### src/rtl/std_div_radix_pipe_pkg.sv
// std_div_pkg: shared types and helpers for the radix-2^k restoring divider.
//   div_state_t  : controller states (IDLE, RUN, FIX, DONE)
//   magnitude()  : two's-complement absolute value of a w-bit value held in 64 bits
//   cnt_width()  : iteration counter width, $clog2(width/bits_per_cycle), minimum 1
package std_div_pkg;

  typedef enum logic [1:0] {
    IDLE = 2'd0,
    RUN  = 2'd1,
    FIX  = 2'd2,
    DONE = 2'd3
  } div_state_t;

  // Low w bits of the result are the magnitude; the caller truncates.
  function automatic logic [63:0] magnitude(input logic [63:0] v, input int w,
                                            input bit is_signed);
    logic [5:0] idx;
    idx = 6'(w - 1);
    if (is_signed && v[idx]) return ~v + 64'd1;
    return v;
  endfunction

  function automatic int cnt_width(input int w, input int bpc);
    int n;
    n = w / bpc;
    return (n <= 1) ? 1 : $clog2(n);
  endfunction

endpackage

### src/rtl/std_div_radix_pipe_if.sv
// Request/result bundle for std_div_radix_pipe.
//   go            : request, held by the caller until done is seen
//   left / right  : dividend / divisor, sampled on the start cycle only
//   out_quotient  : registered quotient, valid with done, held until next start
//   out_remainder : registered remainder, valid with done, held until next start
//   done          : one-cycle completion pulse
// master = caller side, slave = divider side.
interface std_div_radix_pipe_if #(
  parameter int width = 32
);
  logic             go;
  logic [width-1:0] left;
  logic [width-1:0] right;
  logic [width-1:0] out_quotient;
  logic [width-1:0] out_remainder;
  logic             done;

  modport master (output go, left, right, input out_quotient, out_remainder, done);
  modport slave  (input go, left, right, output out_quotient, out_remainder, done);
endinterface

### src/rtl/std_div_radix_pipe_step.sv
// std_div_radix_step: bits_per_cycle restoring division steps, purely combinational.
//   i_rem     : partial remainder (width+1 bits)
//   i_bits    : next dividend bits, MSB first (bit bits_per_cycle-1 consumed first)
//   i_divisor : divisor magnitude
//   o_rem     : updated partial remainder
//   o_q       : quotient bits resolved by this chain, MSB first
module std_div_radix_step #(
  parameter int width          = 32,
  parameter int bits_per_cycle = 1
) (
  input  logic [width:0]          i_rem,
  input  logic [bits_per_cycle-1:0] i_bits,
  input  logic [width-1:0]        i_divisor,
  output logic [width:0]          o_rem,
  output logic [bits_per_cycle-1:0] o_q
);

  always_comb begin
    logic [width:0] w_acc;
    w_acc = i_rem;
    o_q   = '0;
    for (int k = bits_per_cycle - 1; k >= 0; k--) begin
      w_acc = (w_acc << 1) | {{width{1'b0}}, i_bits[k]};
      if (w_acc >= {1'b0, i_divisor}) begin
        w_acc  = w_acc - {1'b0, i_divisor};
        o_q[k] = 1'b1;
      end
    end
    o_rem = w_acc;
  end

endmodule

### src/rtl/std_div_radix_pipe.sv
// std_div_radix_pipe: iterative restoring divider, bits_per_cycle quotient bits per clock,
// quotient and remainder produced together with fixed latency (done N+1 edges after start,
// N = width/bits_per_cycle).
//   clk   : clock, rising edge
//   reset : synchronous, active-high
//   bus   : std_div_radix_pipe_if.slave (go/left/right in, out_quotient/out_remainder/done out)
// Parameters: width (>=2, <=64), bits_per_cycle (divides width), signed_mode (0 unsigned,
// 1 two's complement, truncating).
// Optional build macro DIV_SELF_CHECK_EN: compares each result against behavioural / and %
// in the DONE cycle (zero divisor and signed overflow excluded) and reports $error on mismatch.
//
// state | meaning
// IDLE  | waiting for go; operands latched on the start edge
// RUN   | bits_per_cycle restoring steps per clock, counter counts down to 0
// FIX   | sign correction / special cases, outputs registered
// DONE  | done high for one cycle, then back to IDLE
module std_div_radix_pipe
  import std_div_pkg::*;
#(
  parameter int width          = 32,
  parameter int bits_per_cycle = 1,
  parameter int signed_mode    = 0
) (
  input logic clk,
  input logic reset,
  std_div_radix_pipe_if.slave bus
);

  localparam int N  = width / bits_per_cycle;
  localparam int CW = cnt_width(width, bits_per_cycle);
  localparam logic [CW-1:0]    CNT_LAST = CW'(N - 1);
  localparam logic [width-1:0] MOST_NEG = {1'b1, {(width - 1){1'b0}}};

  if (width < 2 || width > 64) begin : g_bad_width
    $error("std_div_radix_pipe: width must be in 2..64");
  end
  if (bits_per_cycle < 1 || (width % bits_per_cycle) != 0) begin : g_bad_bpc
    $error("std_div_radix_pipe: bits_per_cycle must divide width");
  end

  div_state_t r_state, w_next;

  logic [CW-1:0]    r_cnt;
  logic [width:0]   r_rem;
  logic [width-1:0] r_dvd, r_dsr, r_q, r_quo, r_rmd;
  logic             r_neg_l, r_neg_r, r_dz, r_ovf;

  logic             w_neg_l, w_neg_r;
  logic [width-1:0] w_mag_l, w_mag_r;
  logic [width:0]   w_step_rem;
  logic [bits_per_cycle-1:0] w_step_q;
  logic [width-1:0] w_fix_q, w_fix_r;

  assign w_neg_l = (signed_mode != 0) && bus.left[width-1];
  assign w_neg_r = (signed_mode != 0) && bus.right[width-1];
  assign w_mag_l = width'(magnitude(64'(bus.left), width, signed_mode != 0));
  assign w_mag_r = width'(magnitude(64'(bus.right), width, signed_mode != 0));

  std_div_radix_step #(
    .width         (width),
    .bits_per_cycle(bits_per_cycle)
  ) u_step (
    .i_rem    (r_rem),
    .i_bits   (r_dvd[width-1 -: bits_per_cycle]),
    .i_divisor(r_dsr),
    .o_rem    (w_step_rem),
    .o_q      (w_step_q)
  );

  always_ff @(posedge clk) begin
    if (reset) r_state <= IDLE;
    else       r_state <= w_next;
  end

  always_comb begin
    w_next = r_state;
    case (r_state)
      IDLE:    if (bus.go) w_next = RUN;
      RUN:     if (!bus.go) w_next = IDLE;
               else if (r_cnt == '0) w_next = FIX;
      FIX:     w_next = bus.go ? DONE : IDLE;
      DONE:    w_next = IDLE;
      default: w_next = IDLE;
    endcase
  end

  // With a zero divisor every step subtracts zero, so the partial remainder finishes holding
  // the dividend magnitude; the ordinary remainder sign fix then reproduces left as sampled.
  always_comb begin
    w_fix_r = r_neg_l ? -r_rem[width-1:0] : r_rem[width-1:0];
    w_fix_q = (r_neg_l ^ r_neg_r) ? -r_q : r_q;
    if (r_dz) begin
      w_fix_q = '1;
    end else if (r_ovf) begin
      w_fix_q = MOST_NEG;
      w_fix_r = '0;
    end
  end

  always_ff @(posedge clk) begin
    if (reset) begin
      r_cnt   <= '0;
      r_rem   <= '0;
      r_dvd   <= '0;
      r_dsr   <= '0;
      r_q     <= '0;
      r_quo   <= '0;
      r_rmd   <= '0;
      r_neg_l <= 1'b0;
      r_neg_r <= 1'b0;
      r_dz    <= 1'b0;
      r_ovf   <= 1'b0;
    end else begin
      case (r_state)
        IDLE: if (bus.go) begin
          r_dvd   <= w_mag_l;
          r_dsr   <= w_mag_r;
          r_neg_l <= w_neg_l;
          r_neg_r <= w_neg_r;
          r_dz    <= (bus.right == '0);
          r_ovf   <= (signed_mode != 0) && (bus.left == MOST_NEG) && (bus.right == '1);
          r_rem   <= '0;
          r_q     <= '0;
          r_cnt   <= CNT_LAST;
        end
        RUN: begin
          r_rem <= w_step_rem;
          r_dvd <= r_dvd << bits_per_cycle;
          r_q   <= (r_q << bits_per_cycle) | width'(w_step_q);
          r_cnt <= r_cnt - 1'b1;
        end
        FIX: if (bus.go) begin
          r_quo <= w_fix_q;
          r_rmd <= w_fix_r;
        end
        default: ;
      endcase
    end
  end

  assign bus.out_quotient  = r_quo;
  assign bus.out_remainder = r_rmd;
  assign bus.done          = (r_state == DONE);

`ifdef DIV_SELF_CHECK_EN
  logic [width-1:0] r_chk_l, r_chk_r;
  logic [width-1:0] w_exp_q, w_exp_r;

  always_ff @(posedge clk) begin
    if (reset) begin
      r_chk_l <= '0;
      r_chk_r <= '0;
    end else if (r_state == IDLE && bus.go) begin
      r_chk_l <= bus.left;
      r_chk_r <= bus.right;
    end
  end

  always_comb begin
    w_exp_q = '0;
    w_exp_r = '0;
    if (r_chk_r != '0) begin
      if (signed_mode != 0) begin
        w_exp_q = $signed(r_chk_l) / $signed(r_chk_r);
        w_exp_r = $signed(r_chk_l) % $signed(r_chk_r);
      end else begin
        w_exp_q = r_chk_l / r_chk_r;
        w_exp_r = r_chk_l % r_chk_r;
      end
    end
  end

  always_ff @(posedge clk) begin
    if (!reset && r_state == DONE && !r_dz && !r_ovf &&
        (r_quo != w_exp_q || r_rmd != w_exp_r)) begin
      $error("std_div_radix_pipe self-check: left=%0h right=%0h expected q=%0h r=%0h computed q=%0h r=%0h",
             r_chk_l, r_chk_r, w_exp_q, w_exp_r, r_quo, r_rmd);
    end
  end
`endif

endmodule

### src/flat_wrapper.sv
// flat-port wrapper written by rule: the top's interface ports become plain ports
module std_div_radix_pipe_flat import std_div_pkg::*;
#(
  parameter int width          = 32,
  parameter int bits_per_cycle = 1,
  parameter int signed_mode    = 0
)
  (clk, reset, bus_go, bus_left, bus_right, bus_out_quotient, bus_out_remainder, bus_done);
  std_div_radix_pipe_if #(.width(width)) bus_i ();
  input logic clk;
  input logic reset;
  input wire logic [$bits(bus_i.go)-1:0] bus_go;
  input wire logic [$bits(bus_i.left)-1:0] bus_left;
  input wire logic [$bits(bus_i.right)-1:0] bus_right;
  output wire logic [$bits(bus_i.out_quotient)-1:0] bus_out_quotient;
  output wire logic [$bits(bus_i.out_remainder)-1:0] bus_out_remainder;
  output wire logic [$bits(bus_i.done)-1:0] bus_done;
  assign bus_i.go = bus_go;
  assign bus_i.left = bus_left;
  assign bus_i.right = bus_right;
  assign bus_out_quotient = bus_i.out_quotient;
  assign bus_out_remainder = bus_i.out_remainder;
  assign bus_done = bus_i.done;
  std_div_radix_pipe #(.width(width), .bits_per_cycle(bits_per_cycle), .signed_mode(signed_mode)) u_core (.clk(clk), .reset(reset), .bus(bus_i));
endmodule
### config.mk
export PLATFORM = sky130hd
export DESIGN_NAME = std_div_radix_pipe_flat
export DESIGN_NICKNAME = d
export VERILOG_FILES = /design/src/rtl/std_div_radix_pipe_pkg.sv /design/src/rtl/std_div_radix_pipe_if.sv /design/src/rtl/std_div_radix_pipe_step.sv /design/src/rtl/std_div_radix_pipe.sv /design/src/flat_wrapper.sv
export SDC_FILE = /design/constraint.sdc
export NUM_CORES = 1
export LEC_CHECK = 0
export ABC_AREA = 1
export ABC_CLOCK_PERIOD_IN_PS = 2850
export CELL_PAD_IN_SITES_DETAIL_PLACEMENT = 0
export CELL_PAD_IN_SITES_GLOBAL_PLACEMENT = 1
export CORE_ASPECT_RATIO = 1.5
export CORE_MARGIN = 2
export CORE_UTILIZATION = 35
export DETAILED_ROUTE_END_ITERATION = 12
export PLACE_DENSITY_LB_ADDON = 0.1
export SKIP_LAST_GASP = 1
export SLEW_MARGIN = 20
export SYNTH_ARGS = -nofsm -noshare
export SYNTH_HDL_FRONTEND = slang
export SYNTH_HIERARCHICAL = 1
export SYNTH_SLANG_ARGS = --single-unit
export TNS_END_PERCENT = 20
### constraint.sdc
create_clock -name clk -period 2.85 [get_ports clk]
set_input_delay 0.4275 -clock clk [delete_from_list [all_inputs] [get_ports clk]]
set_output_delay 0.4275 -clock clk [all_outputs]
set_load 0.005 [all_outputs]
After elaboration in Yosys (flattened, before gate mapping):

Index checks and enable logic that the tools add are counted.

* input port bits: 67
* bits in read-only memories: 0
* word-level logic and storage cells: 43
* output and inout port bits: 65
* memories kept: 0
* latch bits: 0
* RAM bits: 0
* bits in registers: 200

* reduce and logical (&&, ||, !) cells: 8
* shift operators: 0
* multiply operators: 0
* multiplexer cells: 16
* magnitude comparators: 1
* add/subtract/negate cells: 2
* equal/unequal tests: 5
* div/mod/pow operators: 0
* bitwise gates (word level): 2

Operators with widths (count)
* 32-bit case mux with 2 select lines: 3
* 32-bit two-way mux: 5
* 33-bit by 32-bit >= comparator with 1-bit output: 1
* 33-bit by 1-bit OR with 33-bit output: 1
* 32-bit logical NOT: 1
* 32-bit by 1-bit OR with 32-bit output: 1
* 32-bit subtractor: 1
* 5-bit case mux with 2 select lines: 1
* 2-bit two-way mux: 4
* 2-bit case mux with 4 select lines: 1
* 2-bit AND reduction: 4
* 5-bit logical NOT: 1
* 5-bit two-way mux: 1
* 5-bit by 1-bit subtractor with 5-bit output, second input constant: 1
* 2-bit equality test, second input constant: 2
* 3-bit by 2-bit inequality test with 1-bit output, second input constant: 1
* 2-bit by 1-bit equality test with 1-bit output, second input constant: 1
* 2-bit logical NOT: 1
* 2-bit inequality test, second input constant: 1
* 2-bit nonzero test: 1
* 1-bit two-way mux: 1

Longest topological paths before layout:

* word-level depth: 5
* depth in mapped cells: 17
* gate-level depth less buffers: 16

By module:

Netlist, hierarchy kept.

Modules (own cells, without submodules)
* std_div_radix_pipe: area an instance 7442.1 µm², times used 1, seq. area each 4023.9 µm², cells each 985
* std_div_radix_step: area an instance 3310.7 µm², times used 1, seq. area each 0.0 µm², cells each 679

Worst setup path after synthesis:

No wires, ideal clock.

* path type: reg-to-reg
* start: register u_core.r_dvd[31]
* end: register u_core/r_rem[32] (netlist name)
* arrival time: 1937 ps
* path buffers: 0
* stages on the path, launching flop included: 19
* clock period less this slack: 2007 ps
* setup slack: 843 ps
* setup time: 70 ps
* required time: 2780 ps
* cells stage by stage: dfxtp_1 -> inv_1 -> ha_1 -> fa_1 -> inv_1 -> nand2_1 -> nand2_1 -> nand3_1 -> nand2_1 -> nand2_1 -> nand2_1 -> nand2_1 -> nand2_1 -> nand2_1 -> nand2_1 -> nand2_1 -> inv_2 -> nand2_1 -> a21oi_1

RTL lines
* from (decl): RTL line std_div_radix_pipe.sv:45 `logic [width-1:0] r_dvd, r_dsr, r_q, r_quo, r_rmd;`
* from (signal assigned): RTL line std_div_radix_pipe.sv:116 `r_dvd <= w_mag_l;`
* from (signal assigned): RTL line std_div_radix_pipe.sv:128 `r_dvd <= r_dvd << bits_per_cycle;`

Final worst setup path:

* start: register u_core.r_rem[26]
* end: register u_core.r_rem[2]

* word-level cells in the longest chain between the ends: 4

RTL lines
* from (decl): RTL line std_div_radix_pipe.sv:44 `logic [width:0] r_rem;`
* from (signal assigned): RTL line std_div_radix_pipe.sv:127 `r_rem <= w_step_rem;`
* 33-bit by 1-bit OR with 33-bit output: RTL line std_div_radix_pipe_step.sv:23 `w_acc = (w_acc << 1) | {{width{1'b0}}, i_bits[k]};`
* 33-bit by 32-bit >= comparator with 1-bit output: RTL line std_div_radix_pipe_step.sv:24 `if (w_acc >= {1'b0, i_divisor}) begin`
* 32-bit two-way mux: RTL line std_div_radix_pipe_step.sv:24
* named net u_core.w_step_rem[2]: RTL line std_div_radix_pipe.sv:50 `logic [width:0] w_step_rem;`
* 32-bit case mux with 2 select lines: RTL line std_div_radix_pipe.sv:114 `case (r_state)`

The timed path passes the listed nets, and every way through them passes these cells.
A chain may end at the register's enable or synchronous reset.

==> impl_metrics.py <==
metrics = {
    "outcome": {
        "status": "complete, no violations",
    },
    "setup_path": {
        "path_delay_family": "simple AND/OR/NAND/NOR gates",
        "crit_arrival_ps": 2930,
        "worst-path-buf-inv": 3,
        "crit_path_top_delay_cell": "ha_1",
        "crit_required_ps": 3220,
        "crit_chain": "ha_1 -> nand2_1 -> inv_1 -> nand2_1 -> nand2_1 -> a21oi_1 -> nand2_1 -> nor2_4 -> buf_6 -> buf_4 -> nand3_1 -> nand2_1 -> nand2_1 -> a21oi_1",
        "path_class": "reg2reg",
        "crit_path_end_kind": "register",
        "critical_path.max_fanout": 20,
        "slowest_delay_ps": 390,
        "start_kind": "register",
        "cpMostUsedCell": "nand2_1",
    },
    "finish": {
        "n_antenna_cell": 0,
        "area_growth_pct": 20.4,
        "stdcell_count": 2151,
        "fillers": 3298,
        "drive_gt1_share_pct": 5.60,
        "nets": 1840,
    },
    "global_route": {
        "grt_pass1_wl_um": 51800,
        "grt_max_degree": 133,
        "grt_pass1_vias": 10100,
        "track_usage_pct": 20.4,
        "antenna_found_initial": 1,
        "gr-total-overflow": 0,
    },
    "detailed_routing": {
        "vias": 10100,
        "first_iter_violations": 413,
        "postRouteAntennaNets": 0,
        "avgRoutedWirePerCell_um": 14.8,
        "wl_um": 31800,
        "drc": 0,
        "drt-pass1-iter-count": 4,
        "vias_per_cell": 4.68,
    },
    "clock_network": {
        "cts.sinks": 200,
        "path_clk_slew_ps": 70,
        "htreeDepth": 4,
        "numCtsBuffers": 17,
        "clk_latency_ps": 450,
        "cts_buffer_depth": 2,
        "cts_root_buf": "clkbuf_16",
        "cts_tree": "done",
        "post_cts_buffers": 0,
    },
    "die": {
        "dieHeight_um": 218,
        "io_pins": 132,
        "start_util_pct": 35.4,
        "row_count": 78,
        "core_area_um2": 30200,
        "dieArea_um2": 31900,
        "dieWidth_um": 147,
    },
    "sta": {
        "worst_pin_slew_ps": 799,
        "rsz0062_at_grt": "false",
        "hold-worst-slack_ps": 352,
        "slew_violations": 0,
        "fmaxAchievable_ghz": 0.391,
        "fin_crit_ps": 2560,
        "finalSetupTns_ps": 0,
        "maxSlewHeadroom_pct": 46.7,
        "fin_crit_sh_pct": 89.7,
        "finalHoldViolCount": 0,
        "setup_viol": 0,
        "finClkSkew_ps": 7.22,
    },
    "power": {
        "power.density_nw_per_um2": 494,
        "combPwrFrac_pct": 17.1,
        "finalPower_mw": 6.34,
        "seq_power_share_pct": 46.4,
        "p_switching_mw": 1.88,
        "power.internal_mw": 4.46,
        "p_sw_share_pct": 29.6,
        "ir_drop_mv": 0.433,
        "pwr-share-clk_pct": 36.5,
        "p_leak_nw": 5.38,
    },
    "placement": {
        "gp_congestion": 0.869,
        "dp_hpwl_um": 23100,
        "buffer_ports.inserted": 131,
        "place_inst": 2120,
    },
    "synth": {
        "syn_area_um2": 10700,
        "syn_inst": 1647,
        "syn_nets": 1748,
        "syn_area_per_cell_um2": 6.47,
        "ys.warnings.count": 6,
    },
    "job": {
        "cap_violations": 0,
    },
    "min_path": {
        "hold_class": "in2reg",
    },
}
metal layers:
| metal | up-vias | share of wire, % | GRT usage (%) |
|---|---|---|---|
| met5 | - | 0.038 | 0 |
| met4 | 2 | 2.3 | 7.09 |
| met3 | 37 | 3.5 | 4.04 |
| met2 | 138 | 51 | 37.5 |
| met1 | 4579 | 43 | 23.6 |
| li1 | 5311 | - | - |
worst paths after layout:
check,start,to,slack [ps],cells after the start
min,reset,u_core/r_cnt[1],350,4
min reg2reg,u_core/bus.out_remainder[12],u_core/bus.out_remainder[12],440,2
max,u_core/r_rem[26],u_core/r_rem[2],290,14
max reg2reg,u_core/r_rem[26],u_core/r_rem[2],290,14
registers in the layout, summed over array words and instances (netlist names), 2 cells and up:
| signal | flops |
|---|---|
| u_core/r_rem | 32 |
| u_core/r_dvd | 32 |
| u_core/r_state | 2 |
| u_core/bus.out_remainder | 32 |
| u_core/r_dsr | 32 |
| u_core/r_cnt | 5 |
| u_core/r_q | 32 |
| u_core/bus.out_quotient | 32 |
tightest hold or removal path, delay by kind of cell:
family	cells	cell delay (ps)
buffers and inverters	2	200
AOI/OAI and AO/OA	1	30
and+or+nand+nor	1	90
cells in the final DEF (no fill, tap or decap), types with 17 or more instances in the layout:
master	count
a21oi_1	159
a31oi_1	33
buf_4	17
clkbuf_16	17
clkdlybuf4s50_1	130
dfxtp_1	200
ha_1	33
inv_1	202
nand2_1	518
nand3_1	59
nor2_1	195
o21ai_0	63
cell type report:
class / instances / area [µm²] / area share [%]
Clock buffer: 23 / 478 / 3.72
Sequential cell: 200 / 4000 / 31.2
Tap cell: 400 / 500 / 3.90
Timing Repair Buffer: 153 / 1530 / 11.9
Multi-Input combinational cell: 1156 / 5470 / 42.6
Inverter: 211 / 795 / 6.19
Clock inverter: 8 / 61.3 / 0.477
stage by stage:
step           util [%]  area, µm²  setup WS, ps
4_1_cts            42.6      12800           204
3_5_place_dp       40.8      12300           258
6_report           42.6      12800           293
5_1_grt            42.6      12800          19.3
2_1_floorplan         -      10700           849
3_3_place_gp       40.7      12300           273
timing repair:
action	CTS	global route
endpoints found under the setup margin	0	8
hold buffers	0	0
endpoints found under the hold margin	0	0
resized for setup	0	1
power groups by stage:
stage	logic, mW	clock network (mW)	registers, mW
6_report	1.09	2.31	2.94
5_1_grt	1.23	2.49	2.95
4_1_cts	1.10	2.40	2.94
3_5_place_dp	1.10	0	3.00
3_3_place_gp	1.10	0	3.00
2_1_floorplan	0.724	0	2.99
Power figures use the tool's default switching activity.
